$ cat config.mk
export PLATFORM = sky130hd
export DESIGN_NAME = logic_unit_acc_flat
export DESIGN_NICKNAME = d
export VERILOG_FILES = /design/src/rtl/logic_unit_acc_pkg.sv /design/src/rtl/logic_unit_acc_if.sv /design/src/rtl/logic_unit_acc_op_core.sv /design/src/rtl/logic_unit_acc.sv /design/src/flat_wrapper.sv
export SDC_FILE = /design/constraint.sdc
export NUM_CORES = 1
export LEC_CHECK = 0
export ABC_CLOCK_PERIOD_IN_PS = 2700
export BUFFER_PORTS_ARGS = -buffer_cell sky130_fd_sc_hd__buf_2
export CAP_MARGIN = 10
export CORE_MARGIN = 2
export CORE_UTILIZATION = 56
export DETAILED_ROUTE_END_ITERATION = 8
export GPL_ROUTABILITY_DRIVEN = 0
export PLACE_DENSITY = 0.81
export SETUP_SLACK_MARGIN = 0.1
export SLEW_MARGIN = 15
export SYNTH_ARGS = -nofsm -noshare
export SYNTH_HDL_FRONTEND = slang
export SYNTH_SLANG_ARGS = --single-unit
$ cat constraint.sdc
create_clock -name clk -period 2.7 [get_ports clk]
set_input_delay 0.27 -clock clk [delete_from_list [all_inputs] [get_ports clk]]
set_output_delay 0.27 -clock clk [all_outputs]
set_load 0.02 [all_outputs]
$ cat src/rtl/logic_unit_acc_pkg.sv
// Shared types for the logic unit: operation codes, FSM states and the op-field width.
package logic_unit_pkg;

  localparam int OP_W = 3;

  typedef enum logic [OP_W-1:0] {
    OP_AND     = 3'd0,
    OP_OR      = 3'd1,
    OP_XOR     = 3'd2,
    OP_NAND    = 3'd3,
    OP_NOR     = 3'd4,
    OP_XNOR    = 3'd5,
    OP_ACC_AND = 3'd6,
    OP_ACC_OR  = 3'd7
  } logic_op_e;

  typedef enum logic {
    IDLE = 1'b0,
    ACC  = 1'b1
  } state_e;

  function automatic logic is_acc_op(input logic_op_e op);
    return (op == OP_ACC_AND) || (op == OP_ACC_OR);
  endfunction

endpackage

$ cat src/rtl/logic_unit_acc_if.sv
// Operand/result handshake bundle for logic_unit_acc.
// Handshake: a transfer happens on a rising edge where valid && ready; the
// sender holds its payload stable while valid is high and ready is low.
interface logic_unit_acc_if
  import logic_unit_pkg::*;
#(
  parameter int WIDTH = 8
);
  logic             in_valid;
  logic             in_ready;
  logic             in_last;
  logic [OP_W-1:0]  op;
  logic [WIDTH-1:0] a;
  logic [WIDTH-1:0] b;
  logic             out_valid;
  logic             out_ready;
  logic [WIDTH-1:0] y;
  logic             y_zero;
  logic             y_ones;

  modport master (
    output in_valid, in_last, op, a, b, out_ready,
    input  in_ready, out_valid, y, y_zero, y_ones
  );

  modport slave (
    input  in_valid, in_last, op, a, b, out_ready,
    output in_ready, out_valid, y, y_zero, y_ones
  );
endinterface

$ cat src/rtl/logic_unit_acc_op_core.sv
// Combinational bitwise function block; accumulate opcodes yield zero here.
module logic_op_core
  import logic_unit_pkg::*;
#(
  parameter int WIDTH = 8
) (
  input  logic_op_e        op_i,
  input  logic [WIDTH-1:0] a_i,
  input  logic [WIDTH-1:0] b_i,
  output logic [WIDTH-1:0] y_o
);

  always_comb begin
    y_o = '0;
    case (op_i)
      OP_AND:  y_o = a_i & b_i;
      OP_OR:   y_o = a_i | b_i;
      OP_XOR:  y_o = a_i ^ b_i;
      OP_NAND: y_o = ~(a_i & b_i);
      OP_NOR:  y_o = ~(a_i | b_i);
      OP_XNOR: y_o = ~(a_i ^ b_i);
      default: y_o = '0;
    endcase
  end

endmodule

$ cat src/rtl/logic_unit_acc.sv
// Registered bitwise logic unit with AND/OR burst accumulation.
// Optional result counter enabled by defining LOGIC_UNIT_STATS_EN.
module logic_unit_acc
  import logic_unit_pkg::*;
#(
  parameter int WIDTH = 8
) (
  input  logic               clk,
  input  logic               rst_n,
  logic_unit_acc_if.slave    bus,
`ifdef LOGIC_UNIT_STATS_EN
  output logic [15:0]        op_count,
`endif
  output state_e             state_o
);

  state_e           state_q, state_d;
  logic [WIDTH-1:0] acc_q, acc_d;
  logic_op_e        acc_op_q, acc_op_d;
  logic             out_valid_q, out_valid_d;
  logic [WIDTH-1:0] y_q, y_d;
  logic             y_zero_q, y_ones_q;

  logic_op_e        op_in;
  logic             in_ready;
  logic             accept;
  logic             wr_en;
  logic [WIDTH-1:0] wr_val;
  logic [WIDTH-1:0] core_y;
  logic [WIDTH-1:0] acc_comb;

  assign op_in  = logic_op_e'(bus.op);
  assign accept = bus.in_valid && in_ready;

  logic_op_core #(.WIDTH(WIDTH)) u_core (
    .op_i (op_in),
    .a_i  (bus.a),
    .b_i  (bus.b),
    .y_o  (core_y)
  );

  // Once a burst is open only the latched op matters.
  assign acc_comb = (acc_op_q == OP_ACC_AND) ? (acc_q & bus.a) : (acc_q | bus.a);

  always_ff @(posedge clk or negedge rst_n) begin
    if (!rst_n) begin
      state_q     <= IDLE;
      acc_q       <= '0;
      acc_op_q    <= OP_ACC_AND;
      out_valid_q <= 1'b0;
      y_q         <= '0;
      y_zero_q    <= 1'b1;
      y_ones_q    <= 1'b0;
    end else begin
      state_q     <= state_d;
      acc_q       <= acc_d;
      acc_op_q    <= acc_op_d;
      out_valid_q <= out_valid_d;
      y_q         <= y_d;
      y_zero_q    <= (y_d == '0);
      y_ones_q    <= (y_d == {WIDTH{1'b1}});
    end
  end

  always_comb begin
    state_d  = state_q;
    acc_d    = acc_q;
    acc_op_d = acc_op_q;
    wr_en    = 1'b0;
    wr_val   = '0;
    if (accept) begin
      case (state_q)
        IDLE: begin
          if (!is_acc_op(op_in)) begin
            wr_en  = 1'b1;
            wr_val = core_y;
          end else if (bus.in_last) begin
            wr_en  = 1'b1;
            wr_val = bus.a;
          end else begin
            acc_d    = bus.a;
            acc_op_d = op_in;
            state_d  = ACC;
          end
        end
        ACC: begin
          acc_d = acc_comb;
          if (bus.in_last) begin
            wr_en   = 1'b1;
            wr_val  = acc_comb;
            state_d = IDLE;
          end
        end
        default: state_d = IDLE;
      endcase
    end
  end

  // A fresh result overrides the delivery of the previous one in the same cycle.
  always_comb begin
    in_ready    = !out_valid_q || bus.out_ready;
    out_valid_d = wr_en || (out_valid_q && !bus.out_ready);
    y_d         = wr_en ? wr_val : y_q;
  end

  assign bus.in_ready  = in_ready;
  assign bus.out_valid = out_valid_q;
  assign bus.y         = y_q;
  assign bus.y_zero    = y_zero_q;
  assign bus.y_ones    = y_ones_q;
  assign state_o       = state_q;

`ifdef LOGIC_UNIT_STATS_EN
  logic [15:0] op_count_q;

  always_ff @(posedge clk or negedge rst_n) begin
    if (!rst_n) begin
      op_count_q <= '0;
    end else if (wr_en && (op_count_q != 16'hFFFF)) begin
      op_count_q <= op_count_q + 16'd1;
    end
  end

  assign op_count = op_count_q;
`endif

endmodule

$ cat src/flat_wrapper.sv
// flat-port wrapper written by rule: the top's interface ports become plain ports
module logic_unit_acc_flat import logic_unit_pkg::*;
#(
  parameter int WIDTH = 8
)
  (clk, rst_n, state_o, bus_in_valid, bus_in_last, bus_op, bus_a, bus_b, bus_out_ready, bus_in_ready, bus_out_valid, bus_y, bus_y_zero, bus_y_ones);
  logic_unit_acc_if #(.WIDTH(WIDTH)) bus_i ();
  input  logic clk;
  input  logic rst_n;
  output state_e state_o;
  input wire logic [$bits(bus_i.in_valid)-1:0] bus_in_valid;
  input wire logic [$bits(bus_i.in_last)-1:0] bus_in_last;
  input wire logic [$bits(bus_i.op)-1:0] bus_op;
  input wire logic [$bits(bus_i.a)-1:0] bus_a;
  input wire logic [$bits(bus_i.b)-1:0] bus_b;
  input wire logic [$bits(bus_i.out_ready)-1:0] bus_out_ready;
  output wire logic [$bits(bus_i.in_ready)-1:0] bus_in_ready;
  output wire logic [$bits(bus_i.out_valid)-1:0] bus_out_valid;
  output wire logic [$bits(bus_i.y)-1:0] bus_y;
  output wire logic [$bits(bus_i.y_zero)-1:0] bus_y_zero;
  output wire logic [$bits(bus_i.y_ones)-1:0] bus_y_ones;
  assign bus_i.in_valid = bus_in_valid;
  assign bus_i.in_last = bus_in_last;
  assign bus_i.op = bus_op;
  assign bus_i.a = bus_a;
  assign bus_i.b = bus_b;
  assign bus_i.out_ready = bus_out_ready;
  assign bus_in_ready = bus_i.in_ready;
  assign bus_out_valid = bus_i.out_valid;
  assign bus_y = bus_i.y;
  assign bus_y_zero = bus_i.y_zero;
  assign bus_y_ones = bus_i.y_ones;
  logic_unit_acc #(.WIDTH(WIDTH)) u_core (.clk(clk), .rst_n(rst_n), .bus(bus_i), .state_o(state_o));
endmodule
==> results of run 1 <==
-- path summary, 6_finish.rpt --
path                                           startpoint                             end  slack (ns)  cells after the start
max in group asynchronous                           rst_n  u_core.acc_op_q[1]$_DFFE_PN1P_        1.87                      2
min in group asynchronous                           rst_n       u_core.bus.y[3]$_DFF_PN0_        0.46                      2
min                                              bus_a[6]     u_core.acc_q[6]$_DFFE_PN0P_        0.29                      3
min reg2reg                u_core.acc_op_q[0]$_DFFE_PN0P_  u_core.acc_op_q[0]$_DFFE_PN0P_        0.52                      2
max                        u_core.acc_op_q[2]$_DFFE_PN1P_     u_core.bus.y_zero$_DFF_PN1_        0.33                      5
max reg2reg                u_core.acc_op_q[2]$_DFFE_PN1P_     u_core.bus.y_zero$_DFF_PN1_        0.33                      5
-- per-layer routing --
layer  track usage (%)  part of all wire, %  vias to the layer above
met4              10.1                  1.1                        0
li1                  -                    -                      969
met3              3.75                  6.5                        6
met1              35.6                   44                      931
met2              44.1                   49                       86
met5                 0                    0                        -
-- logic make-up after synthesis --
kind of cell / count (synthesis)
fa+ha+maj: 24
compound gates: 98
buf+inv: 33
simple gates: 62
mux: 1
flops: 23
-- registers in the layout, summed over array words and instances, names as in the netlist --
name and flops:
u_core.acc_q 8, u_core.bus.y 8, u_core.acc_op_q 3, u_core.bus.out_valid 1
u_core.bus.y_ones 1, u_core.bus.y_zero 1, u_core.state_o 1
-- area by class of cell --
cell class / instances / area (um2) / share of cell area, %
well taps: 46 / 57.6 / 2.59
flip-flops and latches: 23 / 579 / 26.1
clock inverters: 1 / 5.00 / 0.225
repair buffers: 42 / 228 / 10.3
multi-input cells: 185 / 1250 / 56.1
clock buffers: 3 / 22.5 / 1.01
inverters: 22 / 82.6 / 3.72
-- placed cells by master, fill, tap and decap left out, types with 4 or more instances in the layout --
cell / Yosys / final
sky130_fd_sc_hd__a211oi_1: 14 / 14
sky130_fd_sc_hd__a21oi_1: 31 / 31
sky130_fd_sc_hd__buf_2: 5 / 36
sky130_fd_sc_hd__buf_4: 1 / 5
sky130_fd_sc_hd__dfrtp_1: 20 / 20
sky130_fd_sc_hd__ha_1: 16 / 16
sky130_fd_sc_hd__inv_1: 19 / 19
sky130_fd_sc_hd__maj3_1: 8 / 8
sky130_fd_sc_hd__nand2_1: 14 / 14
sky130_fd_sc_hd__nor2_1: 28 / 28
sky130_fd_sc_hd__o21a_1: 5 / 5
sky130_fd_sc_hd__o21ai_1: 4 / 4
sky130_fd_sc_hd__o22ai_1: 12 / 12
-- worst max-delay path, delay by kind of cell (launching register included) --
kind / cells / cell delay [ns]
AOI/OAI and AO/OA: 2 / 0.76
adders and majority gates: 1 / 0.46
DFF: 1 / 0.56
and+or+nand+nor: 2 / 0.54
-- through the flow --
| step | utilization [%] | power, uW | hold WS [ns] | instances |
|---|---|---|---|---|
| 6_report | 66.0 | 1190 | 0.287 | 322 |
| 5_1_grt | 66.0 | 1280 | 0.286 | 322 |
| 4_1_cts | 66.0 | 1190 | 0.282 | 322 |
| 3_5_place_dp | 64.9 | 1020 | 0.267 | 317 |
| 3_3_place_gp | 64.9 | 1010 | 0.264 | 317 |
| 2_1_floorplan | - | 854 | -0.0256 | 241 |
-- power breakdown --
group          total, uW  switching (uW)  internal (uW)
combinational        551             334            217
sequential           475            61.6            413
clock                166             111           55.6
-- repair_timing --
| item | 4_1_cts | 5_1_grt |
|---|---|---|
| hold buffers | 1 | 0 |
| endpoints found under the hold margin | 20 | 0 |
| setup buffers | 0 | 0 |
==> run summary, run 1 <==
* 421 MHz — Highest Clock Rate
* 0 — Synthesis Warnings
* 0.000392 V — worst-case vdd ir drop
* 0 — total count of hold-check failures in the final report
* in -> reg — worst min-delay path category
* 100% — async set-reset flop share out of synthesis
* sky130_fd_sc_hd__a21oi_1 (31), sky130_fd_sc_hd__nor2_1 (28), sky130_fd_sc_hd__dfrtp_1 (20) — commonest cells in the synthesized netlist
* 0.326 ns — min setup slack post-route
* 14.2% — adder and majority cell fraction of the synthesized area
* 0.13 ns — CTS clock-pin slew for the worst setup and hold paths
* 3 — TritonCTS Buffers
* 537 nW/um2 — pwr/cell area
* flip-flop — critical path startpoint category
* nand3b_1, maj3_1, a221o_1, o41ai_2, and4_1 — ordered cell list for the critical path
* 0 — max-capacitance violation count
* 4020 um2 — area enclosed by the die boundary
* 281 — number of nets in the synthesized netlist
* sky130_fd_sc_hd__a21oi_1 — dominant cell by count in the synthesized netlist
* 0 — initial antenna violation count
* 0 — post-cts gate resize count
* 0 — Post-synth EDFFs
* 155 — number of DRC markers after the initial detailed-route iteration
* 0.00105 uW — Leakage Power
* 23 — post-synthesis register bit count
* 312 — number of filler cells placed in the layout
* 20.3% — share of post-route cells with drive strength above 1
* compound AO/OA/AOI/OAI gates — main combinational cell family by area after synthesis
* 8.54 mm — global-route wire length before repair
* sky130_fd_sc_hd__dfrtp_1 (25%), sky130_fd_sc_hd__ha_1 (10%), sky130_fd_sc_hd__a21oi_1 (7.9%) — biggest area contributors in the synthesized netlist
* flip-flop — Worst setup EP type
* sky130_fd_sc_hd__dfrtp_1 — most area-hungry cell type in the Yosys netlist
* 0.507% — proportion of synthesized area in mux cells
* 12.5% — area added between synthesis and finish
* finished clean — run status
* 0.691 ns — Worst Tran Pin Value
* 0 — Setup violations, final
* 0.56 ns — crit-path max cell delay
* 26.8% — GRT Util Overall
* 2220 um2 — Design Area, Final
* reg -> reg — critical path start-end classification
* 3.74 mm — estimated wirelength of the detail-placed design
* 5.09 mm — Post-Route WL
* 241 — Gate Count Post-Synth
* 23 — clock tree sinks
* 2 — maximum number of buffers from clock root to sink
* 87.9% — final worst path period share
* 0% — parity-gate share of the synthesized area counting xor and xnor cells
* 1 — CTS HTree Levels
* 63.4 um — die span in y
* 15.8 um — average detailed-routed wire length per instance
* 1796 — number of global-route vias before repair
* 0 — remaining number of nets flagged by the antenna check after routing
* 1970 um2 — summed instance area of the synthesized netlist
* 63.4 um — die extent in x
* 37 — Top-Level Pins
* 8 — Worst Path Max Fanout
* false — RSZ-0062 raised after global routing
* 0 — DRC violations left
* sky130_fd_sc_hd__dfstp_2 — cell with the largest stage delay on the worst path
* 2.98 ns — Crit path required time
* 1992 — Via Count
* 8.19 um2 — Avg Synthesized Cell Area
* 32 — pin count of the biggest net entering global routing
* 6.19 — vias per inst
* 29.3% — part of the Yosys area used for sequential elements
* 2.65 ns — Critical Path AT
* 53.6% — relative slew slack
* 3360 um2 — CORE AREA
* done — TritonCTS clock tree
* 317 — Nets
* 49 — count of different cell masters after synthesis
* 21 — number of core rows
* 0.352 ns — worst slack at placement
* 0.32 ns — clock latency reported for the late side of the worst-skew pair
* 0.00514 ns — post-route clock skew
* 0 — global route overflow
* 0 ns — final sum of negative setup slack
* 25.3% — portion of synthesized cell area occupied by the leading cell type
* 36 — number of buffers added on ports
* 0 — Final Max Tran Viols
* 33.8% — share of the synthesized area in compound gates (AO/OA/AOI/OAI)
* 14.6% — simple logic cell fraction of the synthesized area
* 58.7% — starting density of the core
* sky130_fd_sc_hd__dfrtp_1 — most frequently used flop master after synthesis
* sky130_fd_sc_hd__clkbuf_4 — library cell used as clock root buffer
* 4 — DR pass1 iterations
* 2.37 ns — Final Critical Period
* 2180 um2 — Placed Instance Area
* 0 — number of antenna diodes
(Power assumes the default switching activity.)
==> run 2: changes to the inputs <==
==> constraint.sdc (replaced) <==
create_clock -name clk -period 2.7 [get_ports clk]
set_input_delay 0.405 -clock clk [delete_from_list [all_inputs] [get_ports clk]]
set_output_delay 0.405 -clock clk [all_outputs]
set_load 0.02 [all_outputs]
==> run summary, run 2 (synthesis results as in run 1) <==
* finished clean — run status
* 63.4 um — die span in y
* 0 — DRC violations left
* 3.84 mm — estimated wirelength of the detail-placed design
* sky130_fd_sc_hd__dfstp_2 — cell with the largest stage delay on the worst path
* 0 — initial antenna violation count
* flip-flop — Worst setup EP type
* 322 — number of cells in the design after placement
* 13.9% — area added between synthesis and finish
* u_core.bus.y_zero$_DFF_PN1_ — capture point of the worst reg-to-reg path
* 36 — number of buffers added on ports
* 0.56 ns — crit-path max cell delay
* reg -> reg — critical path start-end classification
* 0 — remaining number of nets flagged by the antenna check after routing
* 0 — total count of hold-check failures in the final report
* in -> async — worst min-delay path category
* 0.00924 ns — post-route clock skew
* 64.6% — relative slew slack
* 23 — clock tree sinks
* 0.45 ns — slack of the worst reg-to-reg path
* 6.10 — vias per inst
* 445 MHz — Highest Clock Rate
* 326 — count of non-filler cells in the finished layout
* 0.00106 uW — Leakage Power
* flip-flop — critical path startpoint category
* 1 — CTS HTree Levels
* nand3b_1, buf_4, maj3_1, a21oi_1, o41ai_1, buf_4, o41ai_2, and4_1 — ordered cell list for the critical path
* 0 — Setup violations, final
* 0.000439 V — worst-case vdd ir drop
* sky130_fd_sc_hd__buf_2 — most common library cell in the layout ignoring fill and taps
* 1990 — Via Count
* 2.25 ns — Final Critical Period
* flip-flops — family with the most delay on the worst path
* 2.96 ns — Crit path required time
* 3360 um2 — CORE AREA
* 3 — TritonCTS Buffers
* 8 — cell count of the worst reg-to-reg path
* 15.3 um — average detailed-routed wire length per instance
* 5 — Worst Path Max Fanout
* done — TritonCTS clock tree
* 4020 um2 — area enclosed by the die boundary
* 2220 um2 — Placed Instance Area
* 317 — number of filler cells placed in the layout
* 21.8% — share of post-route cells with drive strength above 1
* 0.528 ns — Worst Tran Pin Value
* 26.8% — GRT Util Overall
* 21 — number of core rows
* 0.32 ns — clock latency reported for the late side of the worst-skew pair
* 32 — pin count of the biggest net entering global routing
* false — RSZ-0062 raised after global routing
* u_core.acc_op_q[2]$_DFFE_PN1P_ — beginning of the worst register-to-register path
* 0 — number of antenna diodes
* 2250 um2 — Design Area, Final
* 0 — post-cts gate resize count
* 2.51 ns — Critical Path AT
* 321 — Nets
* 0 — number of setup buffers added after CTS
* 4 — DR pass1 iterations
* 0 — max-capacitance violation count
* 125 — number of DRC markers after the initial detailed-route iteration
* 1884 — number of global-route vias before repair
* 0 — Final Max Tran Viols
* 5.00 mm — Post-Route WL
* 58.7% — starting density of the core
* 2 — maximum number of buffers from clock root to sink
* sky130_fd_sc_hd__clkbuf_4 — library cell used as clock root buffer
* 2 — worst path bufs/invs
* 8.66 mm — global-route wire length before repair
* 0 — global route overflow
* sky130_fd_sc_hd__buf_4 — cell with the most instances on the worst path
* 0 ns — final sum of negative setup slack
* 0.13 ns — CTS clock-pin slew for the worst setup and hold paths
* 0 — number of hold buffers added after cts
* sky130_fd_sc_hd__buf_2 (36), sky130_fd_sc_hd__a21oi_1 (31), sky130_fd_sc_hd__nor2_1 (28) — commonest non-fill, non-tap cells in the layout
* 63.4 um — die extent in x
* 537 nW/um2 — pwr/cell area
* 83.2% — final worst path period share
* 37 — Top-Level Pins
## run 2: changes by cell type in the layout (fill, tap and decap cells not counted)
cell | previous run | this run
sky130_fd_sc_hd__dlygate4sd3_1 | 1 | 0
sky130_fd_sc_hd__buf_4 | 5 | 10
## run 2: through the flow
| step | setup WS [ns] | util, % | hold slack (ns) | total power, uW |
|---|---|---|---|---|
| floorplan | 0.605 | - | 0.109 | 854 |
| global placement | 0.348 | 66.0 | 0.403 | 1040 |
| detailed placement | 0.287 | 66.0 | 0.404 | 1050 |
| CTS | 0.440 | 66.9 | 0.0563 | 1210 |
| global route | 0.308 | 66.9 | 0.0640 | 1300 |
| finish | 0.455 | 66.9 | 0.0414 | 1210 |
## run 2: where the power goes
group	switching (uW)	internal (uW)
Clock	104	55.4
Combinational	343	232
Sequential	60.0	413
## run 2: metal layers
| metal | track usage [%] | share of wire, % |
|---|---|---|
| met5 | 0 | 0 |
| met4 | 7.07 | 0.76 |
| met3 | 3.04 | 5.9 |
| met2 | 45.4 | 49 |
| met1 | 36.2 | 44 |
## run 2: worst max-delay path by stage
| stage | slack [ns] | depth (start not counted) | startpoint | endpoint |
|---|---|---|---|---|
| 2_1_floorplan | 0.60 | 8 | bus_b[2] | u_core.bus.y_zero$_DFF_PN1_ |
| 3_3_place_gp | 0.35 | 9 | bus_a[2] | u_core.bus.y_zero$_DFF_PN1_ |
| 3_5_place_dp | 0.29 | 9 | bus_a[2] | u_core.bus.y_zero$_DFF_PN1_ |
| 4_1_cts | 0.44 | 8 | u_core.acc_op_q[2]$_DFFE_PN1P_ | u_core.bus.y_zero$_DFF_PN1_ |
| 5_1_grt | 0.31 | 6 | u_core.acc_op_q[2]$_DFFE_PN1P_ | u_core.bus.y_zero$_DFF_PN1_ |
| 6_report | 0.45 | 8 | u_core.acc_op_q[2]$_DFFE_PN1P_ | u_core.bus.y_zero$_DFF_PN1_ |
## run 2: layout make-up
type | count | area (um2) | area share [%]
multi-input cells | 185 | 1250 | 55.4
flip-flops and latches | 23 | 579 | 25.8
repair buffers | 46 | 255 | 11.4
inverters | 22 | 82.6 | 3.67
well taps | 46 | 57.6 | 2.56
clock buffers | 3 | 22.5 | 1.00
clock inverters | 1 | 5.00 | 0.223
==> run 3: changes to the inputs <==
ABC_CLOCK_PERIOD_IN_PS = 2050   (was 2700)
CORE_UTILIZATION = 50   (was 56)
PLACE_DENSITY = 0.77   (was 0.81)
clock period = 2.05 ns   (was 2.7 ns; I/O delays follow)
==> run summary, run 3 (synthesis results as in run 1) <==
* 4470 um2 — area enclosed by the die boundary
* 2.26 ns — Crit path required time
* 36 — number of buffers added on ports
* flip-flop — Worst setup EP type
* 37 — Top-Level Pins
* 0 — global route overflow
* 0 — number of antenna diodes
* 4.31 mm — estimated wirelength of the detail-placed design
* 489 MHz — Highest Clock Rate
* 27.3% — GRT Util Overall
* 0 — Final Max Tran Viols
* 68.3% — Util after Layout
* sky130_fd_sc_hd__clkbuf_8 — library cell used as clock root buffer
* 719 nW/um2 — pwr/cell area
* flip-flop — critical path startpoint category
* 0.632 ns — Worst Tran Pin Value
* 0.006 ns — slack of the worst reg-to-reg path
* 5.99 — vias per inst
* 0.00941 ns — tightest hold margin
* 66.8 um — die extent in x
* 0.000518 V — worst-case vdd ir drop
* sky130_fd_sc_hd__buf_4 — most common library cell in the layout ignoring fill and taps
* 4 — DR pass1 iterations
* 1280 um2 — area used by multi-input combinational logic
* 15.7 um — average detailed-routed wire length per instance
* 0 — Setup violations, final
* 8 — cell count of the worst reg-to-reg path
* done — TritonCTS clock tree
* 3 — TritonCTS Buffers
* 0.00614 ns — post-route clock skew
* finished clean — run status
* 1820 uW — Overall Power
* 2138 — Via Count
* 24 — pin count of the biggest net entering global routing
* 2.25 ns — Critical Path AT
* 350 — Nets
* 5.60 mm — Post-Route WL
* 22 — number of core rows
* 46.1% — met2 usage
* 140 — number of DRC markers after the initial detailed-route iteration
* u_core.acc_op_q[1]$_DFFE_PN1P_ — beginning of the worst register-to-register path
* met2 — most crowded layer after global routing
* 23 — clock tree sinks
* in -> async — worst min-delay path category
* 0 — initial antenna violation count
* 9.26 mm — global-route wire length before repair
* 2 — maximum number of buffers from clock root to sink
* 6 — Worst Path Max Fanout
* 3720 um2 — CORE AREA
* true — RSZ-0062 raised after global routing
* 66.8 um — die span in y
* u_core.bus.y_zero$_DFF_PN1_ — capture point of the worst reg-to-reg path
* 0 — total count of hold-check failures in the final report
* 1995 — number of global-route vias before repair
* 0.09 ns — CTS clock-pin slew for the worst setup and hold paths
* 2.04 ns — Final Critical Period
* 35.6% — routing usage on met1
* sky130_fd_sc_hd__buf_4 (37), sky130_fd_sc_hd__buf_2 (36), sky130_fd_sc_hd__a21oi_1 (29) — commonest non-fill, non-tap cells in the layout
* 0 — DRC violations left
* 32.0% — share of post-route cells with drive strength above 1
* 3.89% — met3 Usage GRT
* 0 — max-capacitance violation count
* 316 — number of filler cells placed in the layout
* 0 — number of hold buffers added after cts
* reg -> reg — critical path start-end classification
* 1 — CTS HTree Levels
* 53.1% — starting density of the core
* 0 — remaining number of nets flagged by the antenna check after routing
* 0.00123 uW — Leakage Power
* 579 um2 — combined flip-flop and latch cell area
* 0.26 ns — clock latency reported for the late side of the worst-skew pair
* 99.7% — final worst path period share
* 28.6% — area added between synthesis and finish
* 57.7% — relative slew slack
==> run 3: cell count changes in the layout (fill, tap and decap cells not counted), sizes merged <==
cell and delta:
buf +29
==> run 3: worst max-delay path: stages, from the launching register on <==
cell and delay [ns]:
sky130_fd_sc_hd__dfstp_2 0.53, sky130_fd_sc_hd__nand3b_1 0.09, sky130_fd_sc_hd__buf_6 0.15, sky130_fd_sc_hd__buf_4 0.14, sky130_fd_sc_hd__maj3_2 0.29, sky130_fd_sc_hd__a21oi_1 0.14
sky130_fd_sc_hd__nand2_1 0.09, sky130_fd_sc_hd__o41ai_2 0.33, sky130_fd_sc_hd__and4_1 0.22
==> run 3: per-layer routing <==
metal	up-vias	routed length (um)	share of wire (%)
met4	0	90	1.6
met3	8	472	8.4
met2	87	2700	48
met1	1004	2330	42
li1	1039	-	-
met5	-	0	0
==> run 3: timing repair <==
item / in CTS / in global routing
setup buffers: 2 / 0
pin swaps: 6 / 5
endpoints found under the setup margin: 5 / 4
gates resized for setup: 3 / 4
==> run 3: cell type report <==
cell class                      count  share of cell area, %
Inverter                           22                   3.25
Clock buffer                        3                   1.63
Clock inverter                      1                  0.197
Sequential cell                    23                   22.8
Multi-Input combinational cell    185                   50.5
Timing Repair Buffer               75                   19.3
Tap cell                           48                   2.37
==> run 3: report_power, final <==
group | switching [uW] | total, uW | internal [uW] | leakage, uW
clock | 145 | 281 | 136 | 0.0000255
combinational | 501 | 920 | 419 | 0.000921
sequential | 78.2 | 623 | 545 | 0.000282
==> run 3: how the worst max path moves through the flow <==
stage	start	endpoint	slack, ns
3_5_place_dp	bus_b[4]	u_core.bus.y_zero$_DFF_PN1_	-0.16
3_3_place_gp	bus_b[4]	u_core.bus.y_zero$_DFF_PN1_	-0.15
2_1_floorplan	u_core.acc_op_q[1]$_DFFE_PN1P_	u_core.bus.y_zero$_DFF_PN1_	0.11
6_report	u_core.acc_op_q[1]$_DFFE_PN1P_	u_core.bus.y_zero$_DFF_PN1_	0.006
5_1_grt	u_core.acc_op_q[2]$_DFFE_PN1P_	u_core.bus.y_zero$_DFF_PN1_	-0.08
4_1_cts	u_core.acc_op_q[2]$_DFFE_PN1P_	u_core.bus.y_zero$_DFF_PN1_	-0.0003
==> run 3: through the flow <==
stage / setup slack (ns) / instances / TNS, ns / cell area [um2]
after floorplan: 0.114 / 241 / 0 / 1980
after global placement: -0.150 / 351 / -0.186 / 2450
after detailed placement: -0.163 / 351 / -0.266 / 2450
after CTS: -0.000279 / 357 / -0.000279 / 2520
after global routing: -0.0785 / 357 / -0.0785 / 2540
final: 0.00607 / 357 / 0 / 2540
